`src/rtl/chunked_seq_adder.sv`:
```
// rtl/chunked_seq_adder.sv - multi-cycle add/sub, DIGIT bits per clock via a carry register.
// Optional zero/ovf result flags enabled by CHUNKED_SEQ_ADDER_FLAGS_EN.
module chunked_seq_adder #(
  parameter int WIDTH = 16,
  parameter int DIGIT = 4
) (
  input  logic             clk,
  input  logic             rst_n,
  input  logic             start,
  input  logic             sub,
  input  logic [WIDTH-1:0] a,
  input  logic [WIDTH-1:0] b,
  input  logic             cin,
  output logic             busy,
  output logic             done,
  output logic [WIDTH-1:0] sum,
`ifdef CHUNKED_SEQ_ADDER_FLAGS_EN
  output logic             zero,
  output logic             ovf,
`endif
  output logic             cout
);

  localparam int N  = WIDTH / DIGIT;
  localparam int CW = (N > 1) ? $clog2(N) : 1;
  localparam logic [WIDTH-1:0] CHUNK_MASK = WIDTH'({DIGIT{1'b1}});

  typedef enum logic [1:0] {S_IDLE, S_RUN, S_DONE} state_t;

  state_t            state, state_next;
  logic [WIDTH-1:0]  op_a, op_b, partial, partial_next;
  logic              carry;
  logic [CW-1:0]     cnt;
  logic              last;
  logic              accept;
  logic [DIGIT-1:0]  a_chunk, b_chunk, s_chunk;
  logic              c_chunk;
  int unsigned       shamt;

  assign last   = (cnt == CW'(N - 1));
  assign accept = start && (state != S_RUN);
  assign busy   = (state == S_RUN);
  assign done   = (state == S_DONE);

  // One DIGIT-wide slice of the narrow adder, selected by the chunk counter.
  always_comb begin
    shamt   = 32'(cnt) * DIGIT;
    a_chunk = DIGIT'(op_a >> shamt);
    b_chunk = DIGIT'(op_b >> shamt);
    {c_chunk, s_chunk} = {1'b0, a_chunk} + {1'b0, b_chunk} + {{DIGIT{1'b0}}, carry};
    partial_next = (partial & ~(CHUNK_MASK << shamt)) | (WIDTH'(s_chunk) << shamt);
  end

  always_ff @(posedge clk or negedge rst_n) begin
    if (!rst_n) state <= S_IDLE;
    else        state <= state_next;
  end

  always_comb begin
    state_next = state;
    case (state)
      S_IDLE:  if (start) state_next = S_RUN;
      S_RUN:   if (last)  state_next = S_DONE;
      S_DONE:  state_next = start ? S_RUN : S_IDLE;
      default: state_next = S_IDLE;
    endcase
  end

  always_ff @(posedge clk or negedge rst_n) begin
    if (!rst_n) begin
      op_a    <= '0;
      op_b    <= '0;
      partial <= '0;
      carry   <= 1'b0;
      cnt     <= '0;
      sum     <= '0;
      cout    <= 1'b0;
`ifdef CHUNKED_SEQ_ADDER_FLAGS_EN
      zero    <= 1'b0;
      ovf     <= 1'b0;
`endif
    end else if (accept) begin
      // Subtraction is a + ~b + 1, so the inversion and the +1 happen at capture.
      op_a  <= a;
      op_b  <= sub ? ~b : b;
      carry <= sub ? 1'b1 : cin;
      cnt   <= '0;
    end else if (state == S_RUN) begin
      partial <= partial_next;
      carry   <= c_chunk;
      cnt     <= cnt + 1'b1;
      if (last) begin
        sum  <= partial_next;
        cout <= c_chunk;
`ifdef CHUNKED_SEQ_ADDER_FLAGS_EN
        zero <= (partial_next == '0);
        ovf  <= c_chunk ^ (a_chunk[DIGIT-1] ^ b_chunk[DIGIT-1] ^ s_chunk[DIGIT-1]);
`endif
      end
    end
  end

endmodule

```
`config.mk`:
```
export PLATFORM = sky130hd
export DESIGN_NAME = chunked_seq_adder
export DESIGN_NICKNAME = d
export VERILOG_FILES = /design/src/rtl/chunked_seq_adder.sv
export SDC_FILE = /design/constraint.sdc
export NUM_CORES = 1
export LEC_CHECK = 0
export ABC_AREA = 1
export CORE_ASPECT_RATIO = 0.75
export CORE_MARGIN = 3
export CORE_UTILIZATION = 50
export CTS_BUF_LIST = sky130_fd_sc_hd__clkbuf_8
export CTS_CLUSTER_SIZE = 30
export DETAILED_ROUTE_END_ITERATION = 12
export PLACE_DENSITY = 0.76
export SLEW_MARGIN = 10
export SYNTH_ARGS = -nofsm -noshare
export SYNTH_HDL_FRONTEND = slang
export SYNTH_SLANG_ARGS = --single-unit
```
`constraint.sdc`:
```
create_clock -name clk -period 3.4 [get_ports clk]
set_clock_uncertainty 0.1 [all_clocks]
set_input_delay 0.68 -clock clk [delete_from_list [all_inputs] [get_ports clk]]
set_output_delay 0.68 -clock clk [all_outputs]
set_load 0.02 [all_outputs]
```
==> results of run 1 <==
[registers in the layout, summed over array words and instances, names as in the netlist]
name     flops
cout         1
sum         16
op_a        16
cnt          2
partial     12
state        2
op_b        16
carry        1
[through the flow]
stage               util (%)  worst slack, ns
CTS                    65.82           0.5800
global route           65.82           0.3100
floorplan                  -           0.8397
finish                 65.82           0.5598
detailed placement     62.65           0.5889
global placement       62.65           0.6904
[final cells by class]
| type | count | area (µm²) | share of cell area (%) |
|---|---|---|---|
| clock inverter | 3 | 40.04 | 1.008 |
| inverter | 20 | 80.08 | 2.016 |
| tap | 78 | 97.59 | 2.457 |
| timing repair buffer | 60 | 583.1 | 14.68 |
| multi-input combinational | 270 | 1369 | 34.46 |
| sequential | 66 | 1652 | 41.57 |
| clock buffer | 11 | 151.4 | 3.811 |
[critical path, stage by stage, from the launching register on]
cell and delay (ns):
dfrtp_1 0.53, inv_2 0.24, o21ai_0 0.21, o22ai_1 0.11
fa_1 0.44, fa_1 0.42, or2_2 0.33, nand3_1 0.10
o21ai_0 0.08, inv_1 0.07, o21ai_0 0.07
[cells in the final DEF, fill, tap and decap left out, types with 5 or more instances in the layout]
cell type / instances
ha_1: 7
nand4_1: 5
clkdlybuf4s50_1: 54
buf_4: 5
dfrtp_1: 66
xnor2_1: 16
inv_1: 16
nand3_1: 9
o21ai_0: 58
nand2_1: 133
clkbuf_8: 11
o22ai_1: 9
nor2_1: 18
[worst max path at each step]
stage | end | slack (ns) | depth (start not counted)
finish | sum[10] | 0.56 | 10
CTS | sum[10] | 0.58 | 10
global placement | sum[10] | 0.69 | 10
floorplan | partial[10] | 0.84 | 11
detailed placement | sum[10] | 0.59 | 10
global route | partial[10] | 0.31 | 10
[power by group]
part           switching, mW  total (mW)  leakage, nW  internal [mW]
registers              0.236        1.39        0.832           1.15
logic                   1.28        2.10        0.937          0.815
clock network          0.279       0.647        0.101          0.368
total                   1.80        4.13         1.87           2.33
[metal layers]
| metal | vias up | wire length [µm] |
|---|---|---|
| met5 | - | 0 |
| met4 | 0 | 133 |
| met3 | 13 | 476 |
| met2 | 74 | 3087 |
| met1 | 1205 | 3478 |
| li1 | 1308 | - |
[kinds of logic (layout without fill, tap and decap cells)]
family	after synthesis	after routing	share of synthesized area (%)
simple gates	170	170	21.39
compound gates	75	75	12.59
flops	66	66	50.97
buf+inv	42	94	6.795
xor+xnor	16	16	4.324
fa+ha+maj	9	9	3.938
==> out/results.md, run 1 <==
### Outcome
- complete, no violations — run status

### Synth
- 8.573 µm² — average size of a mapped cell
- dfrtp_1 — biggest area consumer among synthesized cells
- 378 — number of instances in the synthesized netlist
- nand2_1 — most repeated cell in the gate-level netlist after synthesis
- 424 — post-synthesis net count
- 0 — number of warnings issued by yosys
- 66 — number of synthesized register bits
- 0 — number of enable flip-flop cells after synthesis
- 50.97% — part of the Yosys area used for sequential elements
- nand2_1, dfrtp_1, o21ai_0 — most frequent cells after synthesis
- dfrtp_1 — leading register cell type out of synthesis
- 27 — Netlist cell types
- 100.0% — proportion of synthesized flip-flops having asynchronous set or reset
- 50.97% — share of the synthesized area in the top cell type
- dfrtp_1, nand2_1, o21ai_0 — cell types with the largest area share after synthesis
- 3241 µm² — Post-Syn Area

### Power
- 4.129 mW — total power after layout
- 0.5489 mV — Max VDD drop
- 1.870 nW — leakage power
- 1039 nW/µm² — power density over cell area

### Placement
- 5007 µm — sum of net half-perimeters after detailed placement
- 3781 µm² — Cell Area, Placed
- 0.9180 — Placer Congestion
- 494 — number of cells after detailed placement
- 55 — IO buf count

### Clock tree
- 66 — number of sinks handled by clock tree synthesis
- 0 — CTS hold repair buffers
- built — TritonCTS clock tree
- 0 — post-cts repair resize count
- 2 — maximum number of buffers from clock root to sink
- 0 — number of setup buffers added after CTS
- 3 — H-tree Lvls
- 0.07 ns — clock-pin transition on the worst setup and hold timing paths
- 0.34 ns — later-pin clock latency in the skew report
- 9 — number of buffers added by the clock tree synthesis step
- clkbuf_8 — CTS Root Buffer Type

### Worst setup path
- 0.56 ns — Worst R2R Setup Slack
- cnt[0] — origin of the critical flop-to-flop path
- 3.51 ns — critical path data required time
- 23 — worst-path maximum fanout
- reg -> reg — Critical Setup Path Class
- cnt[0] — Setup crit start
- 10 — cell depth of the worst flop-to-flop path
- sum[10] — Worst R2R End
- flop — Worst Setup Start Kind
- flop — kind of capture point of the worst setup path
- 2.95 ns — arrival time of data at the critical path endpoint

### STA
- 0 ns — total negative setup slack
- 83.53% — fin crit share
- 0.08138 ns — Post-Route Hold Slack
- 2.840 ns — post-route minimum period
- 352.1 MHz — Max Clock Freq
- 42.16% — relative slew slack
- 0 — count of final max-slew check failures
- false — setup repair after global routing missed its margin
- 0 — number of endpoints failing setup at the final stage
- 0 — Hold Vio Cnt, Final
- 0.8649 ns — Worst Max-Slew Pin Slew

### Flow run
- 0 — Max Cap Violations

### GRT
- 2526 — number of global-route vias before repair
- 30.06% — GRT met2 Usage
- 5.124% — global routing usage on met3
- met1 — most crowded layer after global routing
- 0 — overflow left after global routing
- 0 — initial antenna violation count
- 12200 µm — global-route wire length before repair
- 58 — pin count of the biggest net entering global routing
- 30.74% — global-route track usage on met1
- 20.97% — global-route usage over all layers

### Floorplanning
- 98.96 µm — horizontal extent of the die
- 53.69% — effective utilization at floorplan
- 6036 µm² — placeable core area
- 24 — Core Rows
- 56 — io pins
- 7493 µm² — Die ar.
- 75.72 µm — die height

### Route
- 0 — residual DRC count
- 5.118 — Vias per Instance
- 2600 — vias post-DR
- 14.13 µm — Routed wire per std cell
- 4 — DRT Pass-1 Iters
- 187 — initial detailed-routing violation count
- 0 — antenna-violating nets left
- 7176 µm — overall routed net length

### Finish
- 508 — non-filler instance count after layout
- 496 — fill cell total of the finished layout
- 0 — antenna cells
- 3973 µm² — Final Cell Area
- 7.209% — share of layout cells above drive strength 1
- 473 — # nets final
- 22.59% — relative area change from synthesis to final layout

### Worst hold path
- in -> async — worst min-delay path category

Power figures use the tool's default switching activity.
==> run 2: changes to the inputs <==
--- a/config.mk
+++ b/config.mk
@@ -8,11 +8,11 @@
 export ABC_AREA = 1
 export CORE_ASPECT_RATIO = 0.75
 export CORE_MARGIN = 3
-export CORE_UTILIZATION = 50
+export CORE_UTILIZATION = 49
 export CTS_BUF_LIST = sky130_fd_sc_hd__clkbuf_8
 export CTS_CLUSTER_SIZE = 30
 export DETAILED_ROUTE_END_ITERATION = 12
-export PLACE_DENSITY = 0.76
+export PLACE_DENSITY = 0.78
 export SLEW_MARGIN = 10
 export SYNTH_ARGS = -nofsm -noshare
 export SYNTH_HDL_FRONTEND = slang
==> constraint.sdc (replaced) <==
create_clock -name clk -period 2.5 [get_ports clk]
set_clock_uncertainty 0.1 [all_clocks]
set_input_delay 0.5 -clock clk [delete_from_list [all_inputs] [get_ports clk]]
set_output_delay 0.5 -clock clk [all_outputs]
set_load 0.02 [all_outputs]
==> run 2 against run 1 <==
- sequential power increased by 36%
- flip-flop and latch count unchanged
- die area increased by 1.9%
- largest power group unchanged
- critical endpoint is now sum[2]
- power increased by 45%
- combinational power increased by 55%
- first-iteration DRC count decreased by 27%
==> out/results.md, run 2 (synthesized netlist as in run 1, its figures left out) <==
### Outcome
- complete, no violations — run status

### Route
- 137 — initial detailed-routing violation count
- 14.13 µm — Routed wire per std cell
- 5 — DRT Pass-1 Iters
- 7378 µm — overall routed net length
- 2707 — vias post-DR
- 0 — residual DRC count
- 0 — antenna-violating nets left
- 5.186 — Vias per Instance

### Finish
- 0 — antenna cells
- op_a x16, op_b x16, sum x16 — registers with the most flip-flops
- 486 — # nets final
- nand2_1 — leading cell type in the layout, fill and taps excluded
- 1654 µm² — FF+latch area
- 1430 µm² — multi-input gate area in the final layout
- 13.29% — share of layout cells above drive strength 1
- 27.61% — relative area change from synthesis to final layout
- nand2_1, dfrtp_1, clkdlybuf4s50_1 — commonest cells after routing, fill and taps aside
- 492 — fill cell total of the finished layout
- 4135 µm² — Final Cell Area

### STA
- 0 — number of endpoints failing setup at the final stage
- 0 ns — total negative setup slack
- 0 — Hold Vio Cnt, Final
- 71.59% — relative slew slack
- 413.2 MHz — Max Clock Freq
- 0.09805 ns — Post-Route Hold Slack
- true — setup repair after global routing missed its margin
- 0 — count of final max-slew check failures
- 96.82% — fin crit share
- 2.420 ns — post-route minimum period
- 0.4262 ns — Worst Max-Slew Pin Slew

### Floorplanning
- 99.91 µm — horizontal extent of the die
- 56 — io pins
- 76.43 µm — die height
- 7636 µm² — Die ar.
- 24 — Core Rows
- 53.16% — effective utilization at floorplan
- 6096 µm² — placeable core area

### Clock tree
- 9 — number of buffers added by the clock tree synthesis step
- 0 — CTS hold repair buffers
- built — TritonCTS clock tree
- 66 — number of sinks handled by clock tree synthesis
- 0.06 ns — clock-pin transition on the worst setup and hold timing paths
- clkbuf_8 — CTS Root Buffer Type
- 3 — H-tree Lvls
- 0.33 ns — later-pin clock latency in the skew report
- 2 — maximum number of buffers from clock root to sink

### Worst setup path
- 0.08 ns — Worst R2R Setup Slack
- flop — kind of capture point of the worst setup path
- 2.61 ns — critical path data required time
- 10 — cell depth of the worst flop-to-flop path
- sum[2] — Worst R2R End
- cnt[0] — origin of the critical flop-to-flop path
- 2.53 ns — arrival time of data at the critical path endpoint
- 5 — worst-path maximum fanout
- reg -> reg — Critical Setup Path Class
- flop — Worst Setup Start Kind

### Power
- 2.606 mW — switching power
- 43.43% — switching power as a share of total power
- 1451 nW/µm² — power density over cell area
- 31.5% — Reg power frac
- 14.1% — relative contribution of the clock network to total power
- 3.394 mW — internal power
- 54.4% — combinational share of power
- 1.948 nW — leakage power
- 6.000 mW — total power after layout
- 0.5621 mV — Max VDD drop

### GRT
- 2489 — number of global-route vias before repair
- 12180 µm — global-route wire length before repair
- 49 — pin count of the biggest net entering global routing
- 0 — overflow left after global routing
- 20.04% — global-route usage over all layers
- 0 — initial antenna violation count

### Placement
- 5199 µm — sum of net half-perimeters after detailed placement
- 55 — IO buf count
- 3831 µm² — Cell Area, Placed
- 0.8432 — Placer Congestion

### Flow run
- 0 — Max Cap Violations

### Worst hold path
- in -> async — worst min-delay path category

[run 2: power by group through the flow]
stage / sequential, mW / combinational [mW] / clock [mW]
6_report: 1.89 / 3.26 / 0.849
5_1_grt: 1.94 / 3.66 / 0.925
4_1_cts: 1.87 / 2.93 / 0.867
3_5_place_dp: 1.88 / 2.92 / 0
3_3_place_gp: 1.87 / 2.82 / 0
2_1_floorplan: 1.92 / 2.02 / 0
[run 2: metal layers]
metal  global-route usage [%]  part of all wire [%]
met5                        0                     0
met4                    5.866                   1.0
met3                    6.130                   7.8
met2                    28.10                    43
met1                    29.74                    48
[run 2: final cells by class]
type / count / area share (%)
flip-flops and latches: 66 / 40.00
multi-input cells: 270 / 34.58
repair buffers: 73 / 16.55
clock buffers: 10 / 3.328
well taps: 78 / 2.360
inverters: 20 / 2.027
clock inverters: 5 / 1.150
[run 2: worst max-delay path by stage]
stage	start	end	cells past startpoint	slack (ns)
floorplan	cnt[0]	partial[10]	11	0.04
global placement	cnt[0]	sum[2]	10	0.07
detailed placement	cnt[0]	partial[2]	10	-0.03
CTS	cnt[1]	sum[2]	10	0.04
global route	cnt[1]	sum[7]	13	-0.03
finish	cnt[0]	sum[2]	10	0.08
[run 2: timing repair]
| item | CTS | global route |
|---|---|---|
| resized for setup | 1 | 26 |
| endpoints found under the setup margin | 8 | 20 |
| pin swaps | 0 | 2 |
| setup buffers | 0 | 7 |
[run 2: worst max-delay path: stages, from the launching register on]
cell and delay [ns]:
dfrtp_2 0.45, buf_6 0.15, o21ai_2 0.14, o22ai_2 0.10
fa_2 0.42, fa_2 0.39, or2_4 0.27, nand3_1 0.08
o21ai_0 0.07, inv_1 0.07, o21ai_0 0.07
[run 2: metrics by stage]
step | utilization (%) | setup WS (ns) | instances
2_1_floorplan | - | 0.03883 | 378
3_3_place_gp | 62.85 | 0.07320 | 500
3_5_place_dp | 62.85 | -0.03304 | 500
4_1_cts | 65.91 | 0.04181 | 515
5_1_grt | 67.84 | -0.02621 | 522
6_report | 67.84 | 0.07958 | 522
==> run 3: changes to the inputs <==
--- a/config.mk
+++ b/config.mk
@@ -13,6 +13,7 @@
 export CTS_CLUSTER_SIZE = 30
 export DETAILED_ROUTE_END_ITERATION = 12
 export PLACE_DENSITY = 0.78
+export SETUP_SLACK_MARGIN = 0.4
 export SLEW_MARGIN = 10
 export SYNTH_ARGS = -nofsm -noshare
 export SYNTH_HDL_FRONTEND = slang
==> run 3 against run 2 <==
- core utilization grew 0.10 points
- sequential share of layout area shrank 0.060 points
- first-iteration DRC count grew 19%
- via count shrank 1.1%
- hold slack gained 0.28 ns
- highest routed layer unchanged
- largest cell class unchanged
- wire length grew 3.1%
- worst setup slack gained 0.050 ns
- power grew 2.5%
- critical path depth grew 1
==> out/results.md, run 3 (synthesized netlist as in run 1, its figures left out) <==
### Outcome
- complete, no violations — run status

### Finish
- 523 — non-filler instance count after layout
- 27.80% — relative area change from synthesis to final layout
- 67.94% — Final Core Density
- 487 — # nets final
- 4141 µm² — Final Cell Area
- 14.38% — share of layout cells above drive strength 1
- 0 — antenna cells
- 497 — fill cell total of the finished layout
- nand2_1 — leading cell type in the layout, fill and taps excluded
- op_a x16, op_b x16, sum x16 — registers with the most flip-flops
- nand2_1, dfrtp_1, clkdlybuf4s50_1 — commonest cells after routing, fill and taps aside

### Worst setup path
- 2.63 ns — critical path data required time
- flop — kind of capture point of the worst setup path
- flop — Worst Setup Start Kind
- 18 — worst-path maximum fanout
- reg -> reg — Critical Setup Path Class
- cnt[0] — origin of the critical flop-to-flop path
- 2.50 ns — arrival time of data at the critical path endpoint
- partial[2] — Worst R2R End
- 0.13 ns — Worst R2R Setup Slack
- 11 — cell depth of the worst flop-to-flop path

### STA
- 69.99% — relative slew slack
- 421.9 MHz — Max Clock Freq
- 0 — Hold Vio Cnt, Final
- 0.1295 ns — post-layout worst setup margin
- true — setup repair after global routing missed its margin
- 0 — number of endpoints failing setup at the final stage
- 2.370 ns — post-route minimum period
- 0.3744 ns — Post-Route Hold Slack
- 0 ns — total negative setup slack
- 0.4501 ns — Worst Max-Slew Pin Slew
- 0 — count of final max-slew check failures
- 94.82% — fin crit share

### Power
- 1.954 nW — leakage power
- 30.8% — Reg power frac
- 13.0% — relative contribution of the clock network to total power
- 6.148 mW — total power after layout
- 0.6859 mV — Max VDD drop
- 1485 nW/µm² — power density over cell area
- 2.715 mW — switching power
- 56.2% — combinational share of power
- 44.16% — switching power as a share of total power
- 3.433 mW — internal power

### Floorplanning
- 6096 µm² — placeable core area
- 24 — Core Rows
- 99.91 µm — horizontal extent of the die
- 76.43 µm — die height
- 56 — io pins
- 53.16% — effective utilization at floorplan
- 7636 µm² — Die ar.

### Placement
- 5311 µm — sum of net half-perimeters after detailed placement
- 0.02426 ns — Worst Setup Slack post-DPL
- 499 — number of cells after detailed placement
- 55 — IO buf count
- 3857 µm² — Cell Area, Placed
- 0.8809 — Placer Congestion

### Clock tree
- built — TritonCTS clock tree
- 0.07 ns — clock-pin transition on the worst setup and hold timing paths
- 9 — number of buffers added by the clock tree synthesis step
- 2 — maximum number of buffers from clock root to sink
- clkbuf_8 — CTS Root Buffer Type
- 3 — H-tree Lvls
- 0.35 ns — later-pin clock latency in the skew report
- 66 — number of sinks handled by clock tree synthesis

### Route
- 4 — DRT Pass-1 Iters
- 5.117 — Vias per Instance
- 0 — residual DRC count
- 2676 — vias post-DR
- 7604 µm — overall routed net length
- 14.54 µm — Routed wire per std cell
- 0 — antenna-violating nets left
- 163 — initial detailed-routing violation count

### GRT
- 29.96% — GRT met2 Usage
- 0 — initial antenna violation count
- 21.24% — global-route usage over all layers
- met1 — most crowded layer after global routing
- 12790 µm — global-route wire length before repair
- 7.502% — global routing usage on met3
- 30.47% — global-route track usage on met1
- 2627 — number of global-route vias before repair
- 0 — overflow left after global routing
- 49 — pin count of the biggest net entering global routing

### Flow run
- 0 — Max Cap Violations

### Worst hold path
- in -> async — worst min-delay path category

==> run 3: changes by cell type in the layout (fill, tap and decap cells not counted), moves of 4 or more <==
cell     previous run  this run
nand3_2             0         4
o21ai_0            48        37
nand3_1             9         5
o21ai_1             6        18
==> run 3: worst max path at each step <==
stage,to,start,slack [ns]
2_1_floorplan,partial[10],cnt[0],0.14
3_3_place_gp,sum[1],cnt[0],0.14
3_5_place_dp,partial[1],cnt[0],0.02
4_1_cts,partial[1],cnt[0],0.18
5_1_grt,partial[2],cnt[0],0.04
6_report,partial[2],cnt[0],0.13
==> run 3: power groups by stage <==
stage	registers, mW	clock network (mW)	logic (mW)
finish	1.89	0.797	3.46
floorplan	1.93	0	2.20
CTS	1.89	0.807	3.23
detailed placement	1.90	0	3.04
global route	1.95	0.858	3.88
global placement	1.90	0	2.94
==> run 3: layout make-up <==
class | count | area (µm²) | share of cell area, %
flip-flops and latches | 66 | 1654 | 39.94
multi-input cells | 270 | 1443 | 34.83
repair buffers | 74 | 691.9 | 16.71
clock buffers | 11 | 151.4 | 3.656
well taps | 78 | 97.59 | 2.356
inverters | 20 | 85.08 | 2.054
clock inverters | 4 | 18.77 | 0.4532
==> run 3: repair_timing <==
item | in CTS | in global routing
endpoints found under the hold margin | 1 | 0
hold buffers | 1 | 0
buffers inserted | 5 | 3
endpoints found under the setup margin | 28 | 28
gates resized for setup | 13 | 8
pin swaps | 6 | 6
==> run 3: per-layer routing <==
layer,routed length [µm],vias up
li1,-,1341
met1,3591,1230
met2,3277,91
met3,602,14
met4,133,0
met5,0,-
==> run 3: worst max-delay path: stages (launching register included) <==
cell and delay, ns:
dfrtp_2 0.48, buf_4 0.17, buf_6 0.15, o21ai_0 0.18
o22ai_1 0.11, ha_1 0.37, buf_4 0.17, or2_4 0.24
nand3_2 0.07, o21ai_1 0.06, inv_1 0.08, o21ai_0 0.08
